==> src/rtl/dot_product_unit_pkg.sv <==
// Shared definitions for the dot-product coprocessor: controller state encoding,
// layout of the packed matrix-shape word, and the default datapath width.
package dot_product_unit_pkg;

   localparam int DP_DATA_WIDTH = 32;

   // Each shape field of the config word is one byte.
   localparam int CFG_FIELD_W    = 8;
   localparam int CFG_A_ROWS_LSB = 0;
   localparam int CFG_A_COLS_LSB = 8;
   localparam int CFG_B_ROWS_LSB = 16;
   localparam int CFG_B_COLS_LSB = 24;

   typedef enum logic [2:0] {
      IDLE,
      READ_A,
      READ_B,
      MAC,
      WRITE
   } dp_state_e;

   function automatic logic [CFG_FIELD_W-1:0] cfg_field(input logic [31:0] cfg,
                                                        input int          lsb);
      return cfg[lsb +: CFG_FIELD_W];
   endfunction

endpackage

==> src/rtl/dot_product_unit_mac_unit.sv <==
// Signed multiply-accumulate; the running sum wraps at WIDTH bits.
import dot_product_unit_pkg::*;

module mac_unit #(
   parameter int WIDTH = DP_DATA_WIDTH
) (
   input  logic                    clk,
   input  logic                    rst_n,
   input  logic                    clear,
   input  logic                    enable,
   input  logic signed [WIDTH-1:0] a,
   input  logic signed [WIDTH-1:0] b,
   output logic signed [WIDTH-1:0] acc
);

   // The low WIDTH bits of a signed product and of the wrapped sum are exactly
   // what a WIDTH-bit context yields, so the truncation needs no explicit slice.
   // NOTE: state registers use non-blocking assignment so every flop samples
   // values from before the clock edge, independent of statement order.
   always_ff @(posedge clk or negedge rst_n) begin
      if (!rst_n) begin
         acc <= '0;
      end else if (clear) begin
         acc <= '0;
      end else if (enable) begin
         acc <= acc + a * b;
      end
   end

endmodule

==> src/rtl/dot_product_unit.sv <==
// Computes one element C[r][c] of a matrix product by streaming row r of A and
// column c of B from word-addressed memory, then writing the sum back.
import dot_product_unit_pkg::*;

module dot_product_unit #(
   parameter int          DATA_WIDTH = DP_DATA_WIDTH,
   parameter logic [31:0] A_BASE     = 32'h0000_0000,
   parameter logic [31:0] B_BASE     = 32'h0000_0400,
   parameter logic [31:0] C_BASE     = 32'h0000_0800
) (
   input  logic                  i_Clock,
   input  logic                  i_Reset,
   input  logic [31:0]           i_Config,
   input  logic                  i_Indexes_Ready,
   input  logic [7:0]            i_Row_Index,
   input  logic [7:0]            i_Column_Index,
   output logic                  o_Indexes_Received,
   output logic                  o_Result_Ready,
   output logic                  o_Mem_Read_Enable,
   output logic [31:0]           o_Mem_Read_Address,
   input  logic [DATA_WIDTH-1:0] i_Mem_Read_Data,
   output logic                  o_Mem_Write_Enable,
   output logic [31:0]           o_Mem_Write_Address,
   output logic [DATA_WIDTH-1:0] o_Mem_Write_Data,
   output logic                  o_Error
);

   dp_state_e             state_q, state_d;
   logic [7:0]            row_q, row_d;
   logic [7:0]            col_q, col_d;
   logic [7:0]            a_cols_q, a_cols_d;
   logic [7:0]            b_cols_q, b_cols_d;
   logic [7:0]            k_q, k_d;
   logic [DATA_WIDTH-1:0] a_q, a_d;
   logic                  ready_q, ready_d;
   logic                  error_q, error_d;

   logic                  accept;
   logic                  mac_clear;
   logic                  mac_enable;
   logic [DATA_WIDTH-1:0] acc;

   logic [7:0] cfg_a_rows, cfg_a_cols, cfg_b_rows, cfg_b_cols;
   logic       index_in_range;

   assign cfg_a_rows     = cfg_field(i_Config, CFG_A_ROWS_LSB);
   assign cfg_a_cols     = cfg_field(i_Config, CFG_A_COLS_LSB);
   assign cfg_b_rows     = cfg_field(i_Config, CFG_B_ROWS_LSB);
   assign cfg_b_cols     = cfg_field(i_Config, CFG_B_COLS_LSB);
   assign index_in_range = (i_Row_Index < cfg_a_rows) && (i_Column_Index < cfg_b_cols);

   // The acknowledge is combinational, so it is gated by reset to keep it low
   // while the unit is held in reset.
   assign accept = (state_q == IDLE) && i_Indexes_Ready && i_Reset;

   // NOTE: every signal written here gets a default first, so no path through
   // the case statement can leave a value unassigned and infer a latch.
   always_comb begin
      state_d             = state_q;
      row_d               = row_q;
      col_d               = col_q;
      a_cols_d            = a_cols_q;
      b_cols_d            = b_cols_q;
      k_d                 = k_q;
      a_d                 = a_q;
      ready_d             = ready_q;
      error_d             = error_q;
      mac_clear           = 1'b0;
      mac_enable          = 1'b0;
      o_Indexes_Received  = 1'b0;
      o_Mem_Read_Enable   = 1'b0;
      o_Mem_Read_Address  = '0;
      o_Mem_Write_Enable  = 1'b0;
      o_Mem_Write_Address = '0;
      o_Mem_Write_Data    = '0;

      case (state_q)
         IDLE: begin
            if (accept) begin
               o_Indexes_Received = 1'b1;
               row_d              = i_Row_Index;
               col_d              = i_Column_Index;
               a_cols_d           = cfg_a_cols;
               b_cols_d           = cfg_b_cols;
               k_d                = '0;
               mac_clear          = 1'b1;
               if (!index_in_range) begin
                  error_d = 1'b1;
                  ready_d = 1'b1;
               end else begin
                  ready_d = 1'b0;
                  if (cfg_a_cols != cfg_b_rows) error_d = 1'b1;
                  state_d = (cfg_a_cols == '0) ? WRITE : READ_A;
               end
            end
         end
         READ_A: begin
            o_Mem_Read_Enable  = 1'b1;
            o_Mem_Read_Address = A_BASE + 32'(row_q) * 32'(a_cols_q) + 32'(k_q);
            state_d            = READ_B;
         end
         READ_B: begin
            a_d                = i_Mem_Read_Data;
            o_Mem_Read_Enable  = 1'b1;
            o_Mem_Read_Address = B_BASE + 32'(k_q) * 32'(b_cols_q) + 32'(col_q);
            state_d            = MAC;
         end
         MAC: begin
            mac_enable = 1'b1;
            k_d        = k_q + 8'd1;
            state_d    = (k_d == a_cols_q) ? WRITE : READ_A;
         end
         WRITE: begin
            o_Mem_Write_Enable  = 1'b1;
            o_Mem_Write_Address = C_BASE + 32'(row_q) * 32'(b_cols_q) + 32'(col_q);
            o_Mem_Write_Data    = acc;
            ready_d             = 1'b1;
            state_d             = IDLE;
         end
         default: state_d = IDLE;
      endcase
   end

   always_ff @(posedge i_Clock or negedge i_Reset) begin
      if (!i_Reset) begin
         state_q  <= IDLE;
         row_q    <= '0;
         col_q    <= '0;
         a_cols_q <= '0;
         b_cols_q <= '0;
         k_q      <= '0;
         a_q      <= '0;
         ready_q  <= 1'b0;
         error_q  <= 1'b0;
      end else begin
         state_q  <= state_d;
         row_q    <= row_d;
         col_q    <= col_d;
         a_cols_q <= a_cols_d;
         b_cols_q <= b_cols_d;
         k_q      <= k_d;
         a_q      <= a_d;
         ready_q  <= ready_d;
         error_q  <= error_d;
      end
   end

   // B data arrives during MAC and feeds the multiplier directly.
   mac_unit #(.WIDTH(DATA_WIDTH)) u_mac (
      .clk    (i_Clock),
      .rst_n  (i_Reset),
      .clear  (mac_clear),
      .enable (mac_enable),
      .a      (a_q),
      .b      (i_Mem_Read_Data),
      .acc    (acc)
   );

   assign o_Result_Ready = ready_q;
   assign o_Error        = error_q;

endmodule

==> config.mk <==
export PLATFORM = sky130hd
export DESIGN_NAME = dot_product_unit
export DESIGN_NICKNAME = d
export VERILOG_FILES = /design/src/rtl/dot_product_unit_pkg.sv /design/src/rtl/dot_product_unit_mac_unit.sv /design/src/rtl/dot_product_unit.sv
export SDC_FILE = /design/constraint.sdc
export NUM_CORES = 2
export LEC_CHECK = 0
export ABC_AREA = 1
export ABC_CLOCK_PERIOD_IN_PS = 8200
export CORE_ASPECT_RATIO = 1.4
export CORE_MARGIN = 8
export CORE_UTILIZATION = 63
export DETAILED_ROUTE_END_ITERATION = 7
export PLACE_DENSITY = 0.87
export SYNTH_ARGS = -nofsm -noshare
export SYNTH_HDL_FRONTEND = slang
export SYNTH_SLANG_ARGS = --single-unit
==> constraint.sdc <==
create_clock -name i_Clock -period 8.2 [get_ports i_Clock]
set_input_delay 1.64 -clock i_Clock [delete_from_list [all_inputs] [get_ports i_Clock]]
set_output_delay 1.64 -clock i_Clock [all_outputs]
set_load 0.05 [all_outputs]
==> results by group <==
Outcome
  – Status: completed

Clock network
  – TritonCTS clock tree: built
  – Worst-path clk slew: 0.09 ns
  – Clock buffer count from CTS: 9
  – Clock Latency Late Sink: 0.41 ns
  – Clock sink count: 109
  – Max Buffers Root-to-Sink: 2
  – Root Driver: clkbuf_16
  – CTS Hold Bufs: 0
  – H-tree depth: 3

STA
  – Count of final hold-check violations: 0
  – Final setup violating endpoints: 0
  – Worst-margin pin slew: 1.349 ns
  – Max Freq: 0.1252 GHz
  – Max Slew Vio Count: 0
  – Rel. slew slack: 10.08%
  – Clock Skew: 0.02026 ns
  – Min Hold Slack: 0.4990 ns
  – Period utilization: 97.39%
  – Total negative slack: 0 ns
  – Period minus WS final: 7.986 ns

Logic synthesis
  – Synth warn: 0
  – Syn Inst Count: 4137
  – Yosys reg bits: 109
  – Synth Flop Type: dfrtp_1
  – Top cells by area, synth: fa_1 (37%), inv_1 (15%), nand2_1 (14%), ha_1 (12%), dfrtp_1 (8.9%)
  – Most common cell in the netlist: inv_1
  – EDFF count, synth: 0
  – Yosys top cell area share: 37.04%
  – Mapped cell area: 30800 um^2
  – Seq/Total Area, Yosys: 8.855%
  – Asr flop ratio synth: 100.0%
  – Cell type with the largest total area after synthesis: fa_1
  – Synthesized area per cell: 7.446 um^2
  – Top cells by count, synth: inv_1 (1234), nand2_1 (1149), fa_1 (570), ha_1 (287), clkbuf_1 (135)
  – Distinct cells, synth: 52

Worst setup path
  – Critical path destination: u_mac.acc[31]
  – Crit. End Element: flop
  – CP Class: input pin to flop
  – CP startpoint: i_Mem_Read_Data[0]
  – Origin of the critical flop-to-flop path: a_q[9]
  – R2R setup slack: 0.98 ns
  – Worst EP required: 8.50 ns
  – Worst r2r path cells: 25
  – Crit path max fanout: 18
  – R2r endpoint: u_mac.acc[30]
  – Startpoint types: input pin
  – CP Data Arrival Time: 8.28 ns

Die
  – Die height: 277.6 um
  – Core Region: 48650 um^2
  – Rows: 96
  – I/O pin count: 184
  – Die area: 56330 um^2
  – DIE WIDTH: 202.9 um
  – Initial core utilization: 63.32%

Flow run
  – Max cap viols: 0

Global route
  – Grt total ovfl: 0
  – Largest net degree at the start of global routing: 57
  – Vias in the first global route: 29161
  – GRT Total Usage: 32.73%
  – First-pass GRT wire length: 145.0 mm
  – Initial antenna violation count: 4

Placed design
  – Detail Placement HPWL: 73.44 mm
  – Port buffer count: 155
  – Gpl congestion: 0.9934

Cells and area
  – Final Core Density: 69.94%
  – Final nets: 5213
  – Share of cells above drive strength 1: 4.839%
  – Multi-input logic area: 22600 um^2
  – Fill count: 3596
  – Storage cell area: 2728 um^2
  – Area grow syn2layout: 10.45%

Route
  – DR pass1 iterations: 8
  – ANT nets after route: 0
  – # DRC: 0
  – Vias per inst: 5.469
  – Detailed Route WL: 90.42 mm
  – Routed via count: 26884
  – Routed WL per cell: 18.39 um
  – Starting DRC count in detailed routing: 2325

Hold path
  – WHS Path Cells: 1
  – Worst hold path class: flop to flop
[kinds of logic after synthesis]
| logic type | synth area share, % |
|---|---|
| buffers and inverters | 18.27 |
| AND/OR/NAND/NOR | 17.76 |
| adder cells (fa/ha/maj) | 48.70 |
| AO/OA/AOI/OAI | 5.236 |
| flip-flops | 8.855 |
| XOR/XNOR | 1.166 |
| other | 0.01217 |
[layout make-up]
cell class	instances	share of cell area (%)
flip-flops and latches	109	8.016
inverters	1241	13.69
repair buffers	310	8.664
well taps	637	2.342
clock buffers	10	0.6729
multi-input cells	2602	66.42
clock inverters	6	0.1912
diodes	1	0.007355
[metrics by stage]
stage / setup slack, ns / instance area [um^2] / instances
finish: 0.2138 / 34030 / 4916
detailed placement: -0.1618 / 33600 / 4896
CTS: 0.1531 / 33900 / 4912
floorplan: 0.5081 / 30910 / 4164
global placement: -0.009881 / 33600 / 4896
global route: -0.05336 / 34030 / 4916
[worst min-delay path by stage]
| stage | startpoint | end |
|---|---|---|
| floorplan | u_mac.acc[25] | u_mac.acc[25] |
| CTS | o_Error | o_Error |
| global placement | o_Error | o_Error |
| global route | o_Error | o_Error |
| finish | o_Error | o_Error |
| detailed placement | o_Error | o_Error |
[flip-flops by register name, summed over array words and instances, names as in the netlist]
signal,count
row_q,8
state_q,3
u_mac.acc,32
a_cols_q,8
o_Result_Ready,1
b_cols_q,8
o_Error,1
k_q,8
a_q,32
col_q,8
[cell usage in the layout, fill, tap and decap left out, types with 4 or more instances in the layout]
master / Yosys / routed
a21o_1: 6 / 6
a21oi_1: 101 / 97
a21oi_2: 1 / 5
a22o_1: 5 / 5
a31oi_1: 6 / 5
buf_12: 0 / 14
buf_4: 30 / 139
clkbuf_16: 0 / 12
clkdlybuf4s50_1: 0 / 151
clkinv_1: 4 / 4
conb_1: 1 / 28
dfrtp_1: 109 / 109
fa_1: 570 / 569
ha_1: 287 / 287
inv_1: 1234 / 1234
nand2_1: 1149 / 1149
nand2_2: 7 / 7
nand3_1: 63 / 63
nand3_2: 4 / 4
nand3b_1: 13 / 13
nand4_1: 11 / 11
nor2_1: 113 / 113
nor3_1: 15 / 14
o2111ai_1: 5 / 5
o21ai_0: 115 / 111
o21ai_1: 5 / 7
o21bai_1: 9 / 9
o22ai_1: 17 / 17
o31ai_1: 5 / 5
xnor2_1: 21 / 21
xor2_1: 20 / 20
[critical path, stage by stage]
cell             delay, ns
clkdlybuf4s50_1       0.50
buf_12                0.17
nand2_1               0.08
inv_1                 0.11
fa_1                  0.44
fa_1                  0.56
inv_1                 0.09
fa_1                  0.56
fa_1                  0.47
fa_1                  0.48
fa_1                  0.54
inv_1                 0.05
fa_1                  0.48
inv_1                 0.05
fa_1                  0.52
inv_1                 0.05
ha_1                  0.32
a21oi_2               0.17
o21ai_0               0.11
inv_1                 0.10
nor2_1                0.06
o21ai_1               0.16
nand3_1               0.13
a31oi_2               0.18
nand3_1               0.09
nand3_1               0.09
nand2_1               0.05
[timing repair]
action / CTS / global route
buffers inserted: 0 / 0
endpoints found under the setup margin: 0 / 5
resized for setup: 0 / 17
[per-layer routing]
layer,global-route usage (%),up-vias,share of wire [%]
met5,0,-,0.049
met4,27.96,6,10
met3,7.040,548,8.4
met2,56.20,1475,49
met1,33.51,12849,32
li1,-,12006,-
Power is not shown: default switching activity piles up to over one toggle a cycle in this logic, so the estimate is an artifact.
